## config.mk

```make
export PLATFORM = sky130hd
export DESIGN_NAME = fb_rect_fill_flat
export DESIGN_NICKNAME = d
export VERILOG_FILES = /design/src/rtl/poly94_fb_pkg.sv /design/src/rtl/fb_rect_fill_if.sv /design/src/rtl/fb_burst_wr_port.sv /design/src/rtl/fb_rect_fill.sv /design/src/flat_wrapper.sv
export SDC_FILE = /design/constraint.sdc
export NUM_CORES = 1
export LEC_CHECK = 0
export CORE_MARGIN = 3
export CORE_UTILIZATION = 55
export DETAILED_ROUTE_END_ITERATION = 10
export GPL_TIMING_DRIVEN = 0
export PLACE_DENSITY = 0.81
export SLEW_MARGIN = 20
export SYNTH_ARGS = -nofsm -noshare
export SYNTH_HDL_FRONTEND = slang
export SYNTH_SLANG_ARGS = --single-unit
```

## constraint.sdc

```tcl
create_clock -name clk_i -period 4.1 [get_ports clk_i]
set_input_delay 0.82 -clock clk_i [delete_from_list [all_inputs] [get_ports clk_i]]
set_output_delay 0.82 -clock clk_i [all_outputs]
set_load 0.05 [all_outputs]
```

## src/rtl/poly94_fb_pkg.sv

```systemverilog
// Shared framebuffer definitions: display geometry, burst limits, pixel type,
// fill FSM state encoding and the row-address helper. The video controller
// imports this package too, so both sides agree on the address layout.
package poly94_fb_pkg;

    localparam int DISPLAY_W  = 320;
    localparam int DISPLAY_H  = 240;
    localparam int BURST_LEN  = 64;
    localparam int BURST_BITS = 7;

    localparam logic [5:0] FB_PAGE_DEFAULT = 6'h20;

    typedef logic [15:0] rgb565_t;

    typedef enum logic [2:0] {
        IDLE,
        ROW,
        REQ,
        BURST,
        ACK,
        FINISH
    } fb_state_t;

    // y*320 + x without a multiplier: 320 = 256 + 64.
    function automatic logic [17:0] fb_row_addr(input logic [7:0] y, input logic [8:0] x);
        return ({10'd0, y} << 8) + ({10'd0, y} << 6) + {9'd0, x};
    endfunction

endpackage

```

## src/rtl/fb_rect_fill_if.sv

```systemverilog
// SDRAM burst-write port bundle.
//   master: sdram_wr (request level), sdram_ack (burst close pulse),
//           sdram_addr_x16, sdram_len, sdram_wdata
//   slave : sdram_rdy (one word accepted this cycle)
interface fb_rect_fill_if;
    import poly94_fb_pkg::*;

    logic                  sdram_wr;
    logic                  sdram_rdy;
    logic                  sdram_ack;
    logic [23:0]           sdram_addr_x16;
    logic [BURST_BITS-1:0] sdram_len;
    rgb565_t               sdram_wdata;

    modport master (
        output sdram_wr, sdram_ack, sdram_addr_x16, sdram_len, sdram_wdata,
        input  sdram_rdy
    );

    modport slave (
        input  sdram_wr, sdram_ack, sdram_addr_x16, sdram_len, sdram_wdata,
        output sdram_rdy
    );

endinterface

```

## src/rtl/fb_burst_wr_port.sv

```systemverilog
// Generic SDRAM burst-write handshake engine.
//   start_i      : load addr_i/len_i and raise the write request
//   addr_i/len_i : burst start word address and length (1..BURST_LEN)
//   wdata_i      : write data, presented unchanged on the bus
//   burst_done_o : high in the cycle whose rdy completes the burst
//   bus          : SDRAM write port (master side)
module fb_burst_wr_port
    import poly94_fb_pkg::*;
(
    input  logic                  clk_i,
    input  logic                  rst_i,
    input  logic                  start_i,
    input  logic [23:0]           addr_i,
    input  logic [BURST_BITS-1:0] len_i,
    input  rgb565_t               wdata_i,
    output logic                  burst_done_o,
    fb_rect_fill_if.master        bus
);

    logic                  wr_q;
    logic                  ack_q;
    logic [23:0]           addr_q;
    logic [BURST_BITS-1:0] len_q;
    logic [BURST_BITS-1:0] cnt_q;
    logic [BURST_BITS-1:0] cnt_nxt;
    logic                  word_ok;

    assign cnt_nxt      = cnt_q + 1'b1;
    // rdy only counts while the request is up; during the ack cycle wr is low.
    assign word_ok      = wr_q && bus.sdram_rdy;
    assign burst_done_o = word_ok && (cnt_nxt == len_q);

    always_ff @(posedge clk_i) begin
        if (rst_i) begin
            wr_q   <= 1'b0;
            ack_q  <= 1'b0;
            addr_q <= '0;
            len_q  <= '0;
            cnt_q  <= '0;
        end else begin
            ack_q <= 1'b0;
            if (start_i) begin
                wr_q   <= 1'b1;
                addr_q <= addr_i;
                len_q  <= len_i;
                cnt_q  <= '0;
            end else if (word_ok) begin
                if (burst_done_o) begin
                    wr_q  <= 1'b0;
                    ack_q <= 1'b1;
                end else begin
                    cnt_q <= cnt_nxt;
                end
            end
        end
    end

    assign bus.sdram_wr       = wr_q;
    assign bus.sdram_ack      = ack_q;
    assign bus.sdram_addr_x16 = addr_q;
    assign bus.sdram_len      = len_q;
    assign bus.sdram_wdata    = wdata_i;

    a_ack_not_wr: assert property (@(posedge clk_i) disable iff (rst_i)
        !(bus.sdram_ack && bus.sdram_wr));

endmodule

```

## src/rtl/fb_rect_fill.sv

```systemverilog
// Rectangle fill engine: writes a constant RGB565 colour into a rectangle of
// the 320x240 framebuffer using row-bounded SDRAM bursts.
//   clk_i, rst_i         : clock, synchronous active-high reset
//   start_i              : command strobe (ignored while busy_o)
//   fb_page_i            : framebuffer page (word address bits 23:18)
//   x_i, y_i, w_i, h_i   : rectangle origin and size
//   color_i              : fill colour
//   busy_o, done_o, err_o: status; done_o/err_o are one-cycle pulses
//   sdram                : SDRAM write port (master side)
//
// state  | meaning
// IDLE   | waiting for start_i
// ROW    | compute row start address, reload remaining width
// REQ    | launch a burst of min(remaining, BURST_LEN) words
// BURST  | words streaming, waiting for the last rdy
// ACK    | ack cycle; pick next burst, next row, or finish
// FINISH | report completion (and rejection) to the CPU
module fb_rect_fill
    import poly94_fb_pkg::*;
(
    input  logic           clk_i,
    input  logic           rst_i,
    input  logic           start_i,
    input  logic [5:0]     fb_page_i,
    input  logic [8:0]     x_i,
    input  logic [7:0]     y_i,
    input  logic [8:0]     w_i,
    input  logic [7:0]     h_i,
    input  rgb565_t        color_i,
    output logic           busy_o,
    output logic           done_o,
    output logic           err_o,
    fb_rect_fill_if.master sdram
);

    fb_state_t             state_q, state_d;
    logic [5:0]            page_q;
    logic [8:0]            x_q;
    logic [7:0]            y_q;
    logic [8:0]            w_q;
    logic [7:0]            rows_q;
    rgb565_t               color_q;
    logic                  rej_q;
    logic [17:0]           row_addr_q;
    logic [8:0]            remain_q;
    logic                  done_q;
    logic                  err_q;

    logic                  empty_cmd;
    logic                  fits;
    logic                  cmd_start;
    logic                  burst_done;
    logic [BURST_BITS-1:0] burst_len;

    assign empty_cmd = (w_i == '0) || (h_i == '0);
    // Widened sums so e.g. x=300,w=255 cannot wrap into range.
    assign fits = (({1'b0, x_i} + {1'b0, w_i}) <= 10'(DISPLAY_W)) &&
                  (({1'b0, y_i} + {1'b0, h_i}) <= 9'(DISPLAY_H));

    always_comb begin
        burst_len = remain_q[BURST_BITS-1:0];
        if (remain_q >= 9'(BURST_LEN)) begin
            burst_len = BURST_BITS'(BURST_LEN);
        end
    end

    always_comb begin
        state_d   = state_q;
        cmd_start = 1'b0;
        case (state_q)
            IDLE: begin
                if (start_i) begin
                    state_d = (empty_cmd || !fits) ? FINISH : ROW;
                end
            end
            ROW:   state_d = REQ;
            REQ: begin
                cmd_start = 1'b1;
                state_d   = BURST;
            end
            BURST: begin
                if (burst_done) begin
                    state_d = ACK;
                end
            end
            ACK: begin
                if (remain_q != '0) begin
                    state_d = REQ;
                end else if (rows_q > 8'd1) begin
                    state_d = ROW;
                end else begin
                    state_d = FINISH;
                end
            end
            FINISH:  state_d = IDLE;
            default: state_d = IDLE;
        endcase
    end

    always_ff @(posedge clk_i) begin
        if (rst_i) begin
            state_q    <= IDLE;
            page_q     <= '0;
            x_q        <= '0;
            y_q        <= '0;
            w_q        <= '0;
            rows_q     <= '0;
            color_q    <= '0;
            rej_q      <= 1'b0;
            row_addr_q <= '0;
            remain_q   <= '0;
            done_q     <= 1'b0;
            err_q      <= 1'b0;
        end else begin
            state_q <= state_d;
            done_q  <= (state_q == FINISH);
            err_q   <= (state_q == FINISH) && rej_q;
            case (state_q)
                IDLE: begin
                    if (start_i) begin
                        page_q  <= fb_page_i;
                        x_q     <= x_i;
                        y_q     <= y_i;
                        w_q     <= w_i;
                        rows_q  <= h_i;
                        color_q <= color_i;
                        rej_q   <= !empty_cmd && !fits;
                    end
                end
                ROW: begin
                    row_addr_q <= fb_row_addr(y_q, x_q);
                    remain_q   <= w_q;
                end
                BURST: begin
                    if (burst_done) begin
                        row_addr_q <= row_addr_q + {11'd0, burst_len};
                        remain_q   <= remain_q - {2'd0, burst_len};
                    end
                end
                ACK: begin
                    if ((remain_q == '0) && (rows_q > 8'd1)) begin
                        y_q    <= y_q + 8'd1;
                        rows_q <= rows_q - 8'd1;
                    end
                end
                default: ;
            endcase
        end
    end

    assign busy_o = (state_q != IDLE);
    assign done_o = done_q;
    assign err_o  = err_q;

    fb_burst_wr_port u_port (
        .clk_i        (clk_i),
        .rst_i        (rst_i),
        .start_i      (cmd_start),
        .addr_i       ({page_q, row_addr_q}),
        .len_i        (burst_len),
        .wdata_i      (color_q),
        .burst_done_o (burst_done),
        .bus          (sdram)
    );

endmodule
```

## src/flat_wrapper.sv

```systemverilog
// flat-port wrapper written by rule: the top's interface ports become plain ports
module fb_rect_fill_flat import poly94_fb_pkg::*;
  (clk_i, rst_i, start_i, fb_page_i, x_i, y_i, w_i, h_i, color_i, busy_o, done_o, err_o, sdram_sdram_wr, sdram_sdram_ack, sdram_sdram_addr_x16, sdram_sdram_len, sdram_sdram_wdata, sdram_sdram_rdy);
  fb_rect_fill_if sdram_i ();
  input  logic clk_i;
  input  logic rst_i;
  input  logic start_i;
  input  logic [5:0] fb_page_i;
  input  logic [8:0] x_i;
  input  logic [7:0] y_i;
  input  logic [8:0] w_i;
  input  logic [7:0] h_i;
  input  rgb565_t color_i;
  output logic busy_o;
  output logic done_o;
  output logic err_o;
  output wire logic [$bits(sdram_i.sdram_wr)-1:0] sdram_sdram_wr;
  output wire logic [$bits(sdram_i.sdram_ack)-1:0] sdram_sdram_ack;
  output wire logic [$bits(sdram_i.sdram_addr_x16)-1:0] sdram_sdram_addr_x16;
  output wire logic [$bits(sdram_i.sdram_len)-1:0] sdram_sdram_len;
  output wire logic [$bits(sdram_i.sdram_wdata)-1:0] sdram_sdram_wdata;
  input wire logic [$bits(sdram_i.sdram_rdy)-1:0] sdram_sdram_rdy;
  assign sdram_sdram_wr = sdram_i.sdram_wr;
  assign sdram_sdram_ack = sdram_i.sdram_ack;
  assign sdram_sdram_addr_x16 = sdram_i.sdram_addr_x16;
  assign sdram_sdram_len = sdram_i.sdram_len;
  assign sdram_sdram_wdata = sdram_i.sdram_wdata;
  assign sdram_i.sdram_rdy = sdram_sdram_rdy;
  fb_rect_fill u_core (.clk_i(clk_i), .rst_i(rst_i), .start_i(start_i), .fb_page_i(fb_page_i), .x_i(x_i), .y_i(y_i), .w_i(w_i), .h_i(h_i), .color_i(color_i), .busy_o(busy_o), .done_o(done_o), .err_o(err_o), .sdram(sdram_i));
endmodule
```

==> reports/results.tsv <==
metric	value	unit
delay of the slowest cell on the worst path	780	ps
Floorplan Core Area	12670	sq um
drt pass-1 iters	7	
leakage power of the design	3.446	nW
total clock sinks	129	
clock-pin slew reported for the worst setup and hold paths after clock tree synthesis	50	ps
total count of max-transition violations in the final report	0	
number of instances in the synthesized netlist	889	
pre-CTS worst setup slack	215.8	ps
post-CTS setup repair buffer count	0	
main area contributors after synthesis	dfxtp_1 36%, nand2_1 7.8%, a21oi_1 6.9%	
most common flop cell mapped by yosys	dfxtp_1	
H-Tree Depth	4	
initial core utilization	0.5644	
part of the Yosys area used for sequential elements	0.3611	
count of warnings emitted by yosys	0	
type of the tightest min-delay check	reg2reg	
most area-hungry cell type in the Yosys netlist	dfxtp_1	
number of different library cells in the post-synthesis netlist	66	
part of the total power dissipated in sequential elements	0.337	
part of the total power dissipated in combinational logic	0.325	
Max VDD drop	0.3195	mV
total wire length	20070	um
launch point of the worst reg-to-reg path	u_core.remain_q[6]	
TritonCTS clock tree	yes	
post-layout min period	3650	ps
final layout net count	1121	
flop2flop setup slack	450	ps
outcome	complete, no violations	
destination of the worst register-to-register timing path	u_core.row_addr_q[16]	
Area growth, synth to finish	27.01	%
series of cell instances along the critical path	nor3_1 -> clkbuf_1 -> and2_1 -> ha_1 -> fa_1 -> a21oi_1 -> o21bai_1 -> a2111oi_1 -> nor4_1 -> a31o_2 -> o21ai_0 -> a21oi_1	
pin count of the biggest net entering global routing	17	
Max-slew headroom	0.3627	
Worst-Skew Late Latency	420	ps
Setup Total Neg Slack	0	ps
total die area	14410	sq um
# rows	41	
Max Cap Viol	0	
clock network fraction of total power	0.337	
global-route congestion overflow total	0	
number of flops mapped to enable cells by yosys	0	
# diodes	0	
final setup margin	449.7	ps
number of hold buffers added after cts	0	
hold path startpoint	u_core.color_q[4]	
clock tree skew after final layout	6.524	ps
internal power	0.002912	W
I/O pin count	112	
worst-path fanout max	10	
FFs w/ async S/R, synth	0	
average vias per placed instance	5.978	
DR vias	7192	
Mapped Avg Cell Area	8.045	sq um
Final Setup Violations	0	
count of cells resized by post-cts repair	0	
unrepaired setup endpoints after global routing	false	
top achievable clock speed	0.2740	GHz
Hold Path Stages	2	
Routed WL per cell	16.69	um
Hold Crit Endpoint	u_core.color_q[4]	
x dimension of the die	120.0	um
die extent in y	120.0	um
proportion of total power due to net switching	0.3573	
Final Hold Vio Count	0	
most numerous cell types in the synthesized netlist	148 x nand2_1, 129 x dfxtp_1, 98 x a21oi_1, 65 x nor2_1, 45 x o21ai_0	
critical path's most frequent cell	a21oi_1	
post-detailed-route count of antenna-violating nets	0	
power density normalized to cell area	498.8	nW/um^2
Port Buffers	110	
routability cong.	0.9115	
Period Utilization, post-route	0.8903	
GRT Total Usage	0.2775	
crit path kind	reg2reg	
most numerous cell in the Yosys netlist	nand2_1	
fraction of layout instances using a drive strength above 1	0.05626	
violation count after the first detailed-route iteration	663	
first-pass GRT wire length	32470	um
number of global-route vias before repair	6623	
DRC violations left	0	
type of element capturing the critical path	flip-flop	
netlist area before placement	7152	sq um
Switch Pwr	0.001619	W
category of the worst setup path launch point	flip-flop	
half-perimeter wire length after placement	14950	um
family with the most delay on the worst path	simple AND/OR/NAND/NOR gates	
WP buf/inv	1	
cell at the slowest stage of the critical path	nor4_1	
syn nets	992	
transition time at the pin with the least slew margin	951.6	ps
data arrival time of the critical path	3990	ps
post-synth top area share	0.3611	
required time reported for the critical path endpoint	4440	ps
Yosys reg bits	129	
antenna violations before repair	0	
CTS buffer count	17	
Clock Tree Buf Depth	2	
Root Buffer Master	clkbuf_16	
timing startpoint of the critical path	u_core.remain_q[6]	
Worst R2R Path Depth	12	
## routing by layer
layer  GRT usage  share of wire
met1      0.3655           0.44
met2      0.4615           0.47
met3     0.04618          0.065
met4     0.09520          0.021
met5           0              0
## how the worst max path moves through the flow
stage                             to  slack, ps  depth (start not counted)
2_1_floorplan  u_core.row_addr_q[12]       1020                         11
3_3_place_gp       u_core.state_q[2]        190                         10
3_5_place_dp       u_core.state_q[2]        220                         10
4_1_cts        u_core.row_addr_q[12]        330                         11
5_1_grt        u_core.row_addr_q[12]         30                         11
6_report       u_core.row_addr_q[16]        450                         12
## tightest hold or removal path, stage by stage (launching register included)
cell and delay (ps):
dfxtp_1 300, nand2_1 50, a21oi_1 50
## layout make-up
class,instances,area (sq um)
Buffer,49,200.2
Fill cell,1037,3587
Clock buffer,22,464.2
Multi-Input combinational cell,691,4312
Clock inverter,10,133.9
Sequential cell,129,2582
Tap cell,172,215.2
Inverter,20,75.07
Timing Repair Buffer,110,1101
## state kept, by name (all words and copies together) (netlist names)
register,cells
u_core.color_q,16
u_core.done_o,1
u_core.err_o,1
u_core.page_q,6
u_core.rej_q,1
u_core.remain_q,9
u_core.row_addr_q,18
u_core.rows_q,8
u_core.state_q,3
u_core.u_port.bus.sdram_ack,1
u_core.u_port.bus.sdram_addr_x16,24
u_core.u_port.bus.sdram_len,7
u_core.u_port.bus.sdram_wr,1
u_core.u_port.cnt_q,7
u_core.w_q,9
u_core.x_q,9
u_core.y_q,8
## through the flow
stage / area [sq um] / hold WS [ps] / power, W / cells / util
5_1_grt: 9084 / 473.5 / 0.004740 / 1203 / 0.7169
2_1_floorplan: 7152 / 429.4 / 0.002543 / 889 / -
6_report: 9084 / 453.5 / 0.004531 / 1203 / 0.7169
3_5_place_dp: 8468 / 446.1 / 0.002980 / 1171 / 0.6683
4_1_cts: 9066 / 453.8 / 0.004500 / 1203 / 0.7155
3_3_place_gp: 8468 / 442.1 / 0.002958 / 1171 / 0.6683
## power groups by stage
stage	combinational, W	sequential [W]	clock [W]
after floorplan	0.000912	0.00163	0
after global placement	0.00141	0.00155	0
after detailed placement	0.00143	0.00155	0
after CTS	0.00145	0.00152	0.00153
after global routing	0.00161	0.00155	0.00158
final	0.00147	0.00153	0.00153
## cells in the final DEF, fill, tap and decap left out, types with 6 or more instances in the layout
cell | netlist | final
a211oi_1 | 19 | 19
a21o_1 | 10 | 10
a21oi_1 | 98 | 98
a22o_1 | 30 | 30
a22oi_1 | 7 | 7
a311oi_1 | 8 | 8
and2_1 | 9 | 9
and3_1 | 9 | 9
buf_2 | 7 | 7
clkbuf_1 | 41 | 44
clkbuf_16 | 0 | 17
clkdlybuf4s50_1 | 0 | 110
dfxtp_1 | 129 | 129
ha_1 | 38 | 38
inv_1 | 19 | 19
nand2_1 | 148 | 148
nand2b_1 | 7 | 7
nand3_1 | 14 | 14
nor2_1 | 65 | 65
nor2b_1 | 8 | 8
nor3_1 | 28 | 26
nor3b_1 | 6 | 6
nor4_1 | 14 | 14
o211ai_1 | 7 | 7
o21a_1 | 9 | 9
o21ai_0 | 45 | 45
xnor2_1 | 14 | 14
xor2_1 | 17 | 17
## cells by family after synthesis
kind of cell | after synthesis | synth area share
other | 1 | 0.0005243
buffers and inverters | 69 | 0.03849
DFF | 129 | 0.3611
and+or+nand+nor | 327 | 0.2085
adders and majority gates | 43 | 0.08048
muxes | 3 | 0.004199
AOI/OAI and AO/OA | 286 | 0.2687
xor gates and xnor gates | 31 | 0.03796
(Power assumes the default switching activity.)
==> variant: new RTL, same flow settings <==
Remove the register `done_q`: a continuous assignment takes its place, so the output `done_o` follows one clock earlier.
--- a/src/rtl/fb_rect_fill.sv
+++ b/src/rtl/fb_rect_fill.sv
@@ -109,11 +109,9 @@
             rej_q      <= 1'b0;
             row_addr_q <= '0;
             remain_q   <= '0;
-            done_q     <= 1'b0;
             err_q      <= 1'b0;
         end else begin
             state_q <= state_d;
-            done_q  <= (state_q == FINISH);
             err_q   <= (state_q == FINISH) && rej_q;
             case (state_q)
                 IDLE: begin
@@ -148,6 +146,8 @@
         end
     end
 
+    assign done_q = (state_q == FINISH);
+
     assign busy_o = (state_q != IDLE);
     assign done_o = done_q;
     assign err_o  = err_q;
Function: changed (a bounded check fails within 4 cycles, from zero or initial values and one cycle with rst_i high).
==> variant against the original RTL <==
- wire length is 0.79% higher
- setup slack better by 0.31 ns
- clock skew is 0.0014 ns higher
- synthesized area is 1.7% higher
- critical path depth is 2 lower
- sequential cell count is 1 lower
- cell area is 0.50% higher
- total power is 31% higher
- largest power group is now combinational cells
- via count is 0.11% higher
==> variant: results (changes against the original RTL) <==
Crit. Startpoint -> w_i[0] (was u_core.remain_q[6])
Synth unique cells -> 76 (was 66)
Hold Path Stages -> 2 (unchanged)
Ranking of synthesized cells by area -> dfxtp_1, nand2_1, ha_1, a21oi_1, a22o_1 (was dfxtp_1, nand2_1, a21oi_1, ha_1, a22o_1)
Post-DP HPWL -> 14950 um (about the same)
Clock transition at path regs -> 0.05 ns (about the same)
Drt pass-1 iters -> 5 (was 7)
Static leakage -> 3.456 nW (was 3.446 nW)
First-pass GRT wire length -> 33150 um (was 32470 um)
Synth Area in Adders -> 7.911% (was 8.048%)
Routability Congestion -> 0.9346 (was 0.9115)
CTS resizes -> 0 (unchanged)
Mux share of post-synthesis cell area -> 1.255% (was 0.4199%)
Post-synth top cells -> nand2_1, dfxtp_1, a21oi_1, nor2_1, clkbuf_1 (was nand2_1, dfxtp_1, a21oi_1, nor2_1, o21ai_0)
Peak Freq -> 0.2997 GHz (was 0.2740 GHz)
FF-to-FF path depth -> 13 (was 12)
Final setup violation count -> 0 (unchanged)
Hold_ws -> 0.4521 ns (was 0.4535 ns)
Fill cell count -> 1028 (was 1037)
Clock Skew -> 0.007903 ns (was 0.006524 ns)
Worst reg2reg setup slack -> 0.90 ns (was 0.45 ns)
Htree depth -> 4 (unchanged)
Via density -> 5.995 (was 5.978)
Critical path arrival -> 3.62 ns (was 3.99 ns)
Synthesized area per cell -> 8.175 um2 (was 8.045 um2)
Xor-xnor portion of the synthesized cell area -> 3.560% (was 3.796%)
Crit path max fanout -> 4 (was 10)
Largest delay share family, worst path -> compound AO/OA/AOI/OAI gates (was simple AND/OR/NAND/NOR gates)
Clock tree buffer depth -> 2 (unchanged)
Synth Flop Type -> dfxtp_1 (unchanged)
CP endpoint -> u_core.state_q[2] (was u_core.row_addr_q[16])
DR vias -> 7200 (was 7192)
Synth Net Count -> 993 (was 992)
Worst Hold Class -> reg -> reg (unchanged)
Initial antenna violation count -> 0 (unchanged)
WHS Endpoint -> u_core.color_q[14] (was u_core.color_q[4])
Worst-Skew Late Latency -> 0.42 ns (about the same)
Initial DRC Count -> 515 (was 663)
Placed Area -> 8592 um2 (was 8468 um2)
Hold path start -> u_core.color_q[14] (was u_core.color_q[4])
Setup repair bufs after CTS -> 0 (unchanged)
VDD IR max -> 0.0004058 V (was 0.0003195 V)
Crit-path slowest cell -> a211oi_1 (was nor4_1)
Crit-path max cell delay -> 0.50 ns (was 0.78 ns)
Synth Area in Compound Gates -> 26.79% (was 26.87%)
Root Driver -> clkbuf_16 (unchanged)
Drt wl/cell -> 16.85 um (was 16.69 um)
GRT Total Usage -> 28.05% (was 27.75%)
Inst Count DP -> 1172 (was 1171)
Post-Place Worst Slack -> 0.3621 ns (was 0.2158 ns)
Share of layout cells above drive strength 1 -> 6.025% (was 5.626%)
Status -> completed (unchanged)
Layout Nets -> 1122 (was 1121)
Ant diodes -> 0 (unchanged)
Vias in the first global route -> 6803 (was 6623)
Max_slew headroom -> 27.89% (was 36.27%)
Post-synthesis sequential area ratio -> 35.22% (was 36.11%)
==> variant: cell count changes after synthesis, sizes merged, moves of 6 or more <==
cell | before | now
a21oi | 99 | 76
nor3 | 28 | 20
a2111oi | 6 | 0
o21ai | 47 | 38
o31ai | 2 | 16
nand3 | 15 | 24
==> variant: metal layers <==
metal  vias to the layer above  routed length (um)  GRT usage (%)  part of all wire [%]
met5                         -                   0              0                     0
met1                      3359                9042          37.57                    45
li1                       3517                   -              -                     -
met3                        40                1422          6.527                   7.0
met2                       284                9252          44.39                    46
met4                         0                 513          9.844                   2.5
==> variant: final cells by class <==
class	count	area (um2)	share of cell area, %
clock inverter	7	62.56	0.6853
clock buffer	22	474.2	5.195
sequential	128	2562	28.07
buffer	52	222.7	2.440
inverter	20	75.07	0.8224
timing repair buffer	110	1101	12.06
multi-input combinational	690	4415	48.37
tap	172	215.2	2.357
==> variant: power breakdown <==
part	internal [mW]	switching [mW]
Clock	0.864	0.536
Sequential	1.53	0.271
Combinational	0.998	1.74
Total	3.39	2.55
